### src/rtl/mem_stage_hs_pkg.sv
// Shared types for the handshaked memory stage: instruction word, memory
// control bundle, stage state encoding and ack-wait counter sizing.
package mem_stage_hs_pkg;

  typedef logic [15:0] uword;

  typedef struct packed {
    logic mem2r;  // load
    logic memwr;  // store
  } memc_t;

  typedef enum logic {
    S_IDLE = 1'b0,
    S_WAIT = 1'b1
  } memstage_state_t;

  localparam int unsigned MEM_WAIT_MAX = 15;
  localparam int unsigned MEM_WAIT_W   = $clog2(MEM_WAIT_MAX + 1);

  // A live instruction that touches memory (load, store or both).
  function automatic logic is_mem_op(input logic valid, input memc_t m);
    return valid && (m.mem2r || m.memwr);
  endfunction

endpackage

### src/rtl/mem_stage_hs_ctrl.sv
// mem_hs_ctrl: request/acknowledge state machine, upstream stall and
// (with MEM_STAGE_TIMEOUT_EN defined) the ack-wait timeout counter.
module mem_hs_ctrl
  import mem_stage_hs_pkg::*;
#(
  parameter int unsigned WAIT_MAX = MEM_WAIT_MAX
) (
  input  logic            i_clk,
  input  logic            i_rst,
  input  logic            i_mem_op,
  input  logic            i_halt,
  input  logic            i_ack,
  output memstage_state_t o_state,
  output logic            o_accept,
  output logic            o_done,
  output logic            o_timeout,
  output logic            o_stall,
  output logic            o_mem_req,
  output logic            o_mem_err
);

  if (WAIT_MAX < 1) begin : g_bad_wait_max
    $error("mem_hs_ctrl: WAIT_MAX must be at least 1");
  end

  memstage_state_t r_state;
  memstage_state_t w_state_nxt;
  logic            w_timeout;

  // State register
  always_ff @(posedge i_clk) begin
    if (i_rst) begin
      r_state <= S_IDLE;
    end else begin
      r_state <= w_state_nxt;
    end
  end

  // Next state, accept/complete strobes and upstream stall
  always_comb begin
    w_state_nxt = r_state;
    o_accept    = 1'b0;
    o_done      = 1'b0;
    o_stall     = 1'b0;
    case (r_state)
      S_IDLE: begin
        if (i_mem_op && !i_halt) begin
          o_accept    = 1'b1;
          o_stall     = 1'b1;
          w_state_nxt = S_WAIT;
        end
      end
      S_WAIT: begin
        o_stall = !i_ack && !w_timeout;
        if (i_ack) begin
          o_done      = 1'b1;
          w_state_nxt = S_IDLE;
        end else if (w_timeout) begin
          w_state_nxt = S_IDLE;
        end
      end
      default: w_state_nxt = S_IDLE;
    endcase
  end

`ifdef MEM_STAGE_TIMEOUT_EN
  localparam int unsigned CNT_W = $clog2(WAIT_MAX + 1);
  localparam logic [CNT_W-1:0] LIMIT_M1 = CNT_W'(WAIT_MAX - 1);

  logic [CNT_W-1:0] r_wait_cnt;
  logic             r_mem_err;

  // Fires on the wait cycle whose count would reach WAIT_MAX; an ack in
  // that same cycle takes priority.
  assign w_timeout = (r_state == S_WAIT) && !i_ack && (r_wait_cnt == LIMIT_M1);

  // Wait counter and sticky timeout flag
  always_ff @(posedge i_clk) begin
    if (i_rst) begin
      r_wait_cnt <= '0;
      r_mem_err  <= 1'b0;
    end else begin
      if (o_accept) begin
        r_wait_cnt <= '0;
      end else if ((r_state == S_WAIT) && !i_ack) begin
        r_wait_cnt <= r_wait_cnt + 1'b1;
      end
      if (w_timeout) begin
        r_mem_err <= 1'b1;
      end
    end
  end

  assign o_mem_err = r_mem_err;
`else
  assign w_timeout = 1'b0;
  assign o_mem_err = 1'b0;
`endif

  assign o_state   = r_state;
  assign o_timeout = w_timeout;
  assign o_mem_req = (r_state == S_WAIT);

endmodule

### src/rtl/mem_stage_hs.sv
// mem_stage_hs: EX->WB memory stage with a req/ack memory port.
// Holds the load-data mux, the captured request and the WB registers;
// sequencing lives in mem_hs_ctrl. Optional macro: MEM_STAGE_TIMEOUT_EN.
module mem_stage_hs
  import mem_stage_hs_pkg::*;
#(
  parameter int unsigned DATA_W   = 16,
  parameter int unsigned ADDR_W   = 16,
  parameter int unsigned HI_W     = 16,
  parameter int unsigned WAIT_MAX = MEM_WAIT_MAX
) (
  input  logic                     clk,
  input  logic                     rst,
  input  logic                     valid_in,
  input  uword                     instruction,
  input  logic [HI_W+DATA_W-1:0]   alu,
  input  memc_t                    memc,
  input  logic [DATA_W-1:0]        r1_data,
  input  logic                     r0_en,
  input  logic                     halt_sys,
  output logic                     stall_out,
  output logic                     mem_req,
  output logic                     mem_we,
  output logic [ADDR_W-1:0]        mem_addr,
  output logic [DATA_W-1:0]        mem_wdata,
  input  logic                     mem_ack,
  input  logic [DATA_W-1:0]        mem_rdata,
  output logic                     valid_out,
  output logic [HI_W+DATA_W-1:0]   data,
  output logic [DATA_W-1:0]        r1_data_out,
  output memc_t                    out_memc,
  output logic                     out_r0_en,
  output uword                     instruction_out,
  output logic                     mem_err
);

  localparam int unsigned ALU_W = HI_W + DATA_W;

  if (ADDR_W > ALU_W) begin : g_bad_addr_w
    $error("mem_stage_hs: ADDR_W must not exceed HI_W+DATA_W");
  end

  memstage_state_t   w_state;
  logic              w_is_mem;
  logic              w_accept;
  logic              w_done;
  logic              w_timeout;
  logic              w_finish;
  logic              w_pass;
  logic [DATA_W-1:0] w_lo_mem;

  // Request captured at the accept edge; upstream changes are ignored after.
  uword              r_cap_instr;
  logic [ALU_W-1:0]  r_cap_alu;
  memc_t             r_cap_memc;
  logic [DATA_W-1:0] r_cap_r1;
  logic              r_cap_r0;

  logic              r_mem_we;
  logic [ADDR_W-1:0] r_mem_addr;
  logic [DATA_W-1:0] r_mem_wdata;

  logic              r_valid_out;
  logic [ALU_W-1:0]  r_data;
  logic [DATA_W-1:0] r_r1_out;
  memc_t             r_memc_out;
  logic              r_r0_out;
  uword              r_instr_out;

  assign w_is_mem = is_mem_op(valid_in, memc);
  assign w_finish = w_done || w_timeout;
  assign w_pass   = (w_state == S_IDLE) && valid_in && !halt_sys && !w_is_mem;

  mem_hs_ctrl #(
    .WAIT_MAX (WAIT_MAX)
  ) u_ctrl (
    .i_clk     (clk),
    .i_rst     (rst),
    .i_mem_op  (w_is_mem),
    .i_halt    (halt_sys),
    .i_ack     (mem_ack),
    .o_state   (w_state),
    .o_accept  (w_accept),
    .o_done    (w_done),
    .o_timeout (w_timeout),
    .o_stall   (stall_out),
    .o_mem_req (mem_req),
    .o_mem_err (mem_err)
  );

  // Low-lane result of a finished request: load data only for a pure load,
  // zero on timeout, otherwise the captured ALU low lane.
  always_comb begin
    w_lo_mem = r_cap_alu[DATA_W-1:0];
    if (w_timeout) begin
      w_lo_mem = '0;
    end else if (r_cap_memc.mem2r && !r_cap_memc.memwr) begin
      w_lo_mem = mem_rdata;
    end
  end

  // Request capture and WB pipeline register
  always_ff @(posedge clk) begin
    if (rst) begin
      r_cap_instr <= '0;
      r_cap_alu   <= '0;
      r_cap_memc  <= '0;
      r_cap_r1    <= '0;
      r_cap_r0    <= 1'b0;
      r_mem_we    <= 1'b0;
      r_mem_addr  <= '0;
      r_mem_wdata <= '0;
      r_valid_out <= 1'b0;
      r_data      <= '0;
      r_r1_out    <= '0;
      r_memc_out  <= '0;
      r_r0_out    <= 1'b0;
      r_instr_out <= '0;
    end else begin
      if (w_accept) begin
        r_cap_instr <= instruction;
        r_cap_alu   <= alu;
        r_cap_memc  <= memc;
        r_cap_r1    <= r1_data;
        r_cap_r0    <= r0_en;
        r_mem_we    <= memc.memwr;
        r_mem_addr  <= alu[ADDR_W-1:0];
        r_mem_wdata <= r1_data;
        r_valid_out <= 1'b0;
      end else if (w_finish) begin
        r_data      <= {r_cap_alu[ALU_W-1:DATA_W], w_lo_mem};
        r_r1_out    <= r_cap_r1;
        r_memc_out  <= r_cap_memc;
        r_r0_out    <= r_cap_r0;
        r_instr_out <= r_cap_instr;
        r_valid_out <= 1'b1;
      end else if (w_pass) begin
        r_data      <= alu;
        r_r1_out    <= r1_data;
        r_memc_out  <= memc;
        r_r0_out    <= r0_en;
        r_instr_out <= instruction;
        r_valid_out <= 1'b1;
      end else begin
        r_valid_out <= 1'b0;
      end
    end
  end

  assign mem_we          = r_mem_we;
  assign mem_addr        = r_mem_addr;
  assign mem_wdata       = r_mem_wdata;
  assign valid_out       = r_valid_out;
  assign data            = r_data;
  assign r1_data_out     = r_r1_out;
  assign out_memc        = r_memc_out;
  assign out_r0_en       = r_r0_out;
  assign instruction_out = r_instr_out;

endmodule

### config.mk
export PLATFORM = sky130hd
export DESIGN_NAME = mem_stage_hs
export DESIGN_NICKNAME = d
export VERILOG_FILES = /design/src/rtl/mem_stage_hs_pkg.sv /design/src/rtl/mem_stage_hs_ctrl.sv /design/src/rtl/mem_stage_hs.sv
export SDC_FILE = /design/constraint.sdc
export NUM_CORES = 1
export LEC_CHECK = 0
export BUFFER_PORTS_ARGS = -buffer_cell sky130_fd_sc_hd__buf_2
export CELL_PAD_IN_SITES_DETAIL_PLACEMENT = 1
export CELL_PAD_IN_SITES_GLOBAL_PLACEMENT = 1
export CORE_MARGIN = 4
export CORE_UTILIZATION = 41
export DETAILED_ROUTE_END_ITERATION = 7
export GPL_TIMING_DRIVEN = 0
export HOLD_SLACK_MARGIN = 0.1
export PLACE_DENSITY_LB_ADDON = 0.1
export SETUP_SLACK_MARGIN = 0.3
export SLEW_MARGIN = 25
export SYNTH_ARGS = -nofsm -noshare
export SYNTH_HDL_FRONTEND = slang
export SYNTH_SLANG_ARGS = --single-unit
export TNS_END_PERCENT = 1
### constraint.sdc
create_clock -name clk -period 3.7 [get_ports clk]
set_input_delay 0.185 -clock clk [delete_from_list [all_inputs] [get_ports clk]]
set_output_delay 0.185 -clock clk [all_outputs]
set_load 0.05 [all_outputs]
==> qor.csv <==
stage;metric;value;unit
routing;wl;25000;um
routing;wl_met1;10500;um
pwr;power_frac_comb;18.3;%
synthesis;synth_area;0.00615;sq mm
final_layout;fill_cells;1735;
floorplan;fp.dieW;130;um
pwr;p_clk_share;43.5;%
setup_path;start_kind;primary input;
clock_tree;cts_tree;built;
synthesis;ys_warn_count;0;
synthesis;synth_top_area_cell;dfxtp_1;
setup_path;max_stage_delay;570;ps
synthesis;netlist_top_cells_area;dfxtp_1 44%, a211oi_1 14%, mux2i_1 8.0%;
sta;clock_skew;5.77;ps
global_routing;antenna_found_initial;0;
setup_path;crit_path_end_kind;output pin;
setup_path;critical_path_buf_inv_count;5;
setup_path;worstPathRequired;3510;ps
sta;slew_headroom;50.7;%
placed_design;placed_cells;1061;
synthesis;seq_area_frac_synth;44.3;%
routing;dr_total_vias;6768;
floorplan;die_y;130;um
synthesis;synth_cells;688;
clock_tree;clkTransAtPathRegs;50;ps
pwr;powerDensity;485;mW/mm^2
setup_path;r2r-end;r_cap_instr[8];
routing;via_per_inst;5.84;
clock_tree;cts_setup_buffers;0;
clock_tree;cts_sinks;136;
clock_tree;htree_levels;4;
global_routing;grt_start_max_net_pins;17;
sta;rsz0062_at_grt;false;
clock_tree;clk_latency;420;ps
final_layout;num-nets-final;1050;
routing;antenna_left;0;
setup_path;crit_arrival;2300;ps
setup_path;crit_type;primary input to output pin;
sta;setup_tns;0;ps
synthesis;synth_seq_cells;136;
clock_tree;ctsHoldBuffers;66;
floorplan;initial_core_util;42.1;%
sta;setup_viol;0;
routing;routedWlPerCell;21.6;um
pwr;switchingPower;1.21;mW
placed_design;gp_congestion;0.832;
setup_path;path_delay_family;buffers and inverters;
setup_path;r2r_cells;5;
min_path;hp-class;primary input to flop;
final_layout;areaGrowthSynthToFinish;40.0;%
clock_tree;numCtsBuffers;17;
run;drv_cap;0;
sta;max_freq;402;MHz
setup_path;slowest_stage;dlygate4sd3_1;
pwr;seq_power_share;38.2;%
routing;dr.pass1.iters;5;
pwr;p_leak;3.81;nW
pwr;peakVddDrop;0.325;mV
setup_path;timing.critical_path.cells;dlygate4sd3_1, buf_2, nor2_1, buf_2, buf_2, o22ai_2, buf_2;
synthesis;yosysMostFrequentCell;dfxtp_1;
synthesis;async_reset_ff_share;0;%
synthesis;synth_ff_type;dfxtp_1;
sta;maxSlewViolCount;0;
synthesis;synth_common_cells;136 x dfxtp_1, 114 x a211oi_1, 83 x o21ai_0;
clock_tree;cts.path.max_buffers;2;
global_routing;track_usage;29.4;%
status;status;finished, final reports clean;
sta;worst_slew_pin_slew;740;ps
placed_design;hpwl;17200;um
sta;period_share;67.2;%
pwr;total_power;4.17;mW
pwr;p_sw_share;28.9;%
sta;period_needed;2480;ps
synthesis;synth_top_cell_area_share;44.3;%
floorplan;io-pin-count;192;
pwr;p_int;2.96;mW
min_path;hold_depth;3;
final_layout;drive_above_1_share;26.9;%
final_layout;instances_no_fill;1158;
clock_tree;cts_resized;0;
routing;top_layer_used;met4;
routing;wl_met3;1400;um
final_layout;diodes;0;
min_path;hp-start;instruction[8];
min_path;hold_path_end;r_cap_instr[8];
synthesis;synth_edf_count;0;
final_layout;final_area;0.00861;sq mm
floorplan;rows;44;
synthesis;netlist-cell-type-count;26;
floorplan;dieArea;0.0170;sq mm
clock_tree;cts-root-buf;clkbuf_16;
setup_path;r2r-start;u_ctrl.o_mem_req;
placed_design;io_buffers;189;
setup_path;crit_path_max_fanout;10;
synthesis;synth_nets;776;
sta;hold_viol;0;
global_routing;gr-total-overflow;0;
floorplan;core_area;0.0146;sq mm
setup_path;r2r_slack;1570;ps
routing;wl_met2;12400;um
routing;drt_iter0_markers;449;
synthesis;postSynthAreaPerCell;8.93;sq um
global_routing;grt_pass1_vias;7222;
routing;drc;0;
placed_design;dpl_cell_area;0.00732;sq mm
setup_path;crit_top_cell;buf_2;
global_routing;grt_pass1_wl;38900;um
final_layout;fin_util;59.0;%
==> cells by family after synthesis <==
family	Yosys count	share of synthesized area (%)
compound gates	286	29.3
other cells	1	0.0610
buf+inv	106	8.28
simple gates	110	10.1
mux	49	7.98
flops	136	44.3
==> how the worst max path moves through the flow <==
| stage | end | slack (ps) | cells after the start | from |
|---|---|---|---|---|
| global placement | stall_out | 1760 | 6 | u_ctrl.o_mem_req |
| detailed placement | r_cap_instr[5] | 1610 | 5 | u_ctrl.o_mem_req |
| CTS | stall_out | 1240 | 7 | memc[0] |
| floorplan | u_ctrl.o_mem_req | 1610 | 6 | u_ctrl.o_mem_req |
| finish | stall_out | 1220 | 7 | memc[1] |
| global route | stall_out | 1080 | 7 | memc[1] |
==> layout make-up <==
class | count | area (sq um) | area share (%)
repair buffers | 255 | 1610 | 18.7
clock inverters | 7 | 141 | 1.64
plain buffers | 103 | 498 | 5.79
clock buffers | 24 | 482 | 5.60
inverters | 3 | 11.3 | 0.131
multi-input cells | 446 | 2920 | 33.9
flip-flops and latches | 136 | 2720 | 31.6
well taps | 184 | 230 | 2.67
==> worst reg2reg max path, delay by kind of cell, from the launching register on <==
family,cells,cell delay [ps]
DFF,1,380
and+or+nand+nor,2,680
AOI/OAI and AO/OA,1,180
buffers and inverters,2,810
==> per-stage QoR <==
step	hold slack, ps	setup slack, ps
floorplan	321	1610
global placement	451	1760
detailed placement	462	1610
CTS	110	1240
global route	107	1080
finish	115	1220
==> sequential cells by signal (all words and copies together) (netlist names), 2 cells and up <==
signal,cells
out_memc,2
r_cap_alu,32
data,32
instruction_out,16
r_cap_instr,16
mem_wdata,16
r1_data_out,16
==> per-layer routing <==
| metal | GRT usage [%] | up-vias |
|---|---|---|
| li1 | - | 3118 |
| met1 | 37.1 | 3329 |
| met2 | 50.6 | 268 |
| met3 | 4.96 | 53 |
| met4 | 11.1 | 0 |
| met5 | 0 | - |
==> layout by cell type (no fill, tap or decap), types with 17 or more instances in the layout <==
master,count
o21ai_0,83
clkbuf_1,62
dlygate4sd3_1,66
a211oi_1,114
buf_4,21
dfxtp_1,136
nand3_1,81
clkbuf_16,17
buf_2,209
a21oi_1,69
mux2i_1,49
==> power groups by stage <==
stage / registers [mW] / logic (mW) / clock network, mW
finish: 1.59 / 0.762 / 1.81
global route: 1.60 / 0.811 / 1.91
CTS: 1.59 / 0.752 / 1.82
detailed placement: 1.62 / 0.693 / 0
global placement: 1.62 / 0.672 / 0
floorplan: 1.79 / 0.292 / 0
Note: power is estimated with default switching activity, not from simulation.
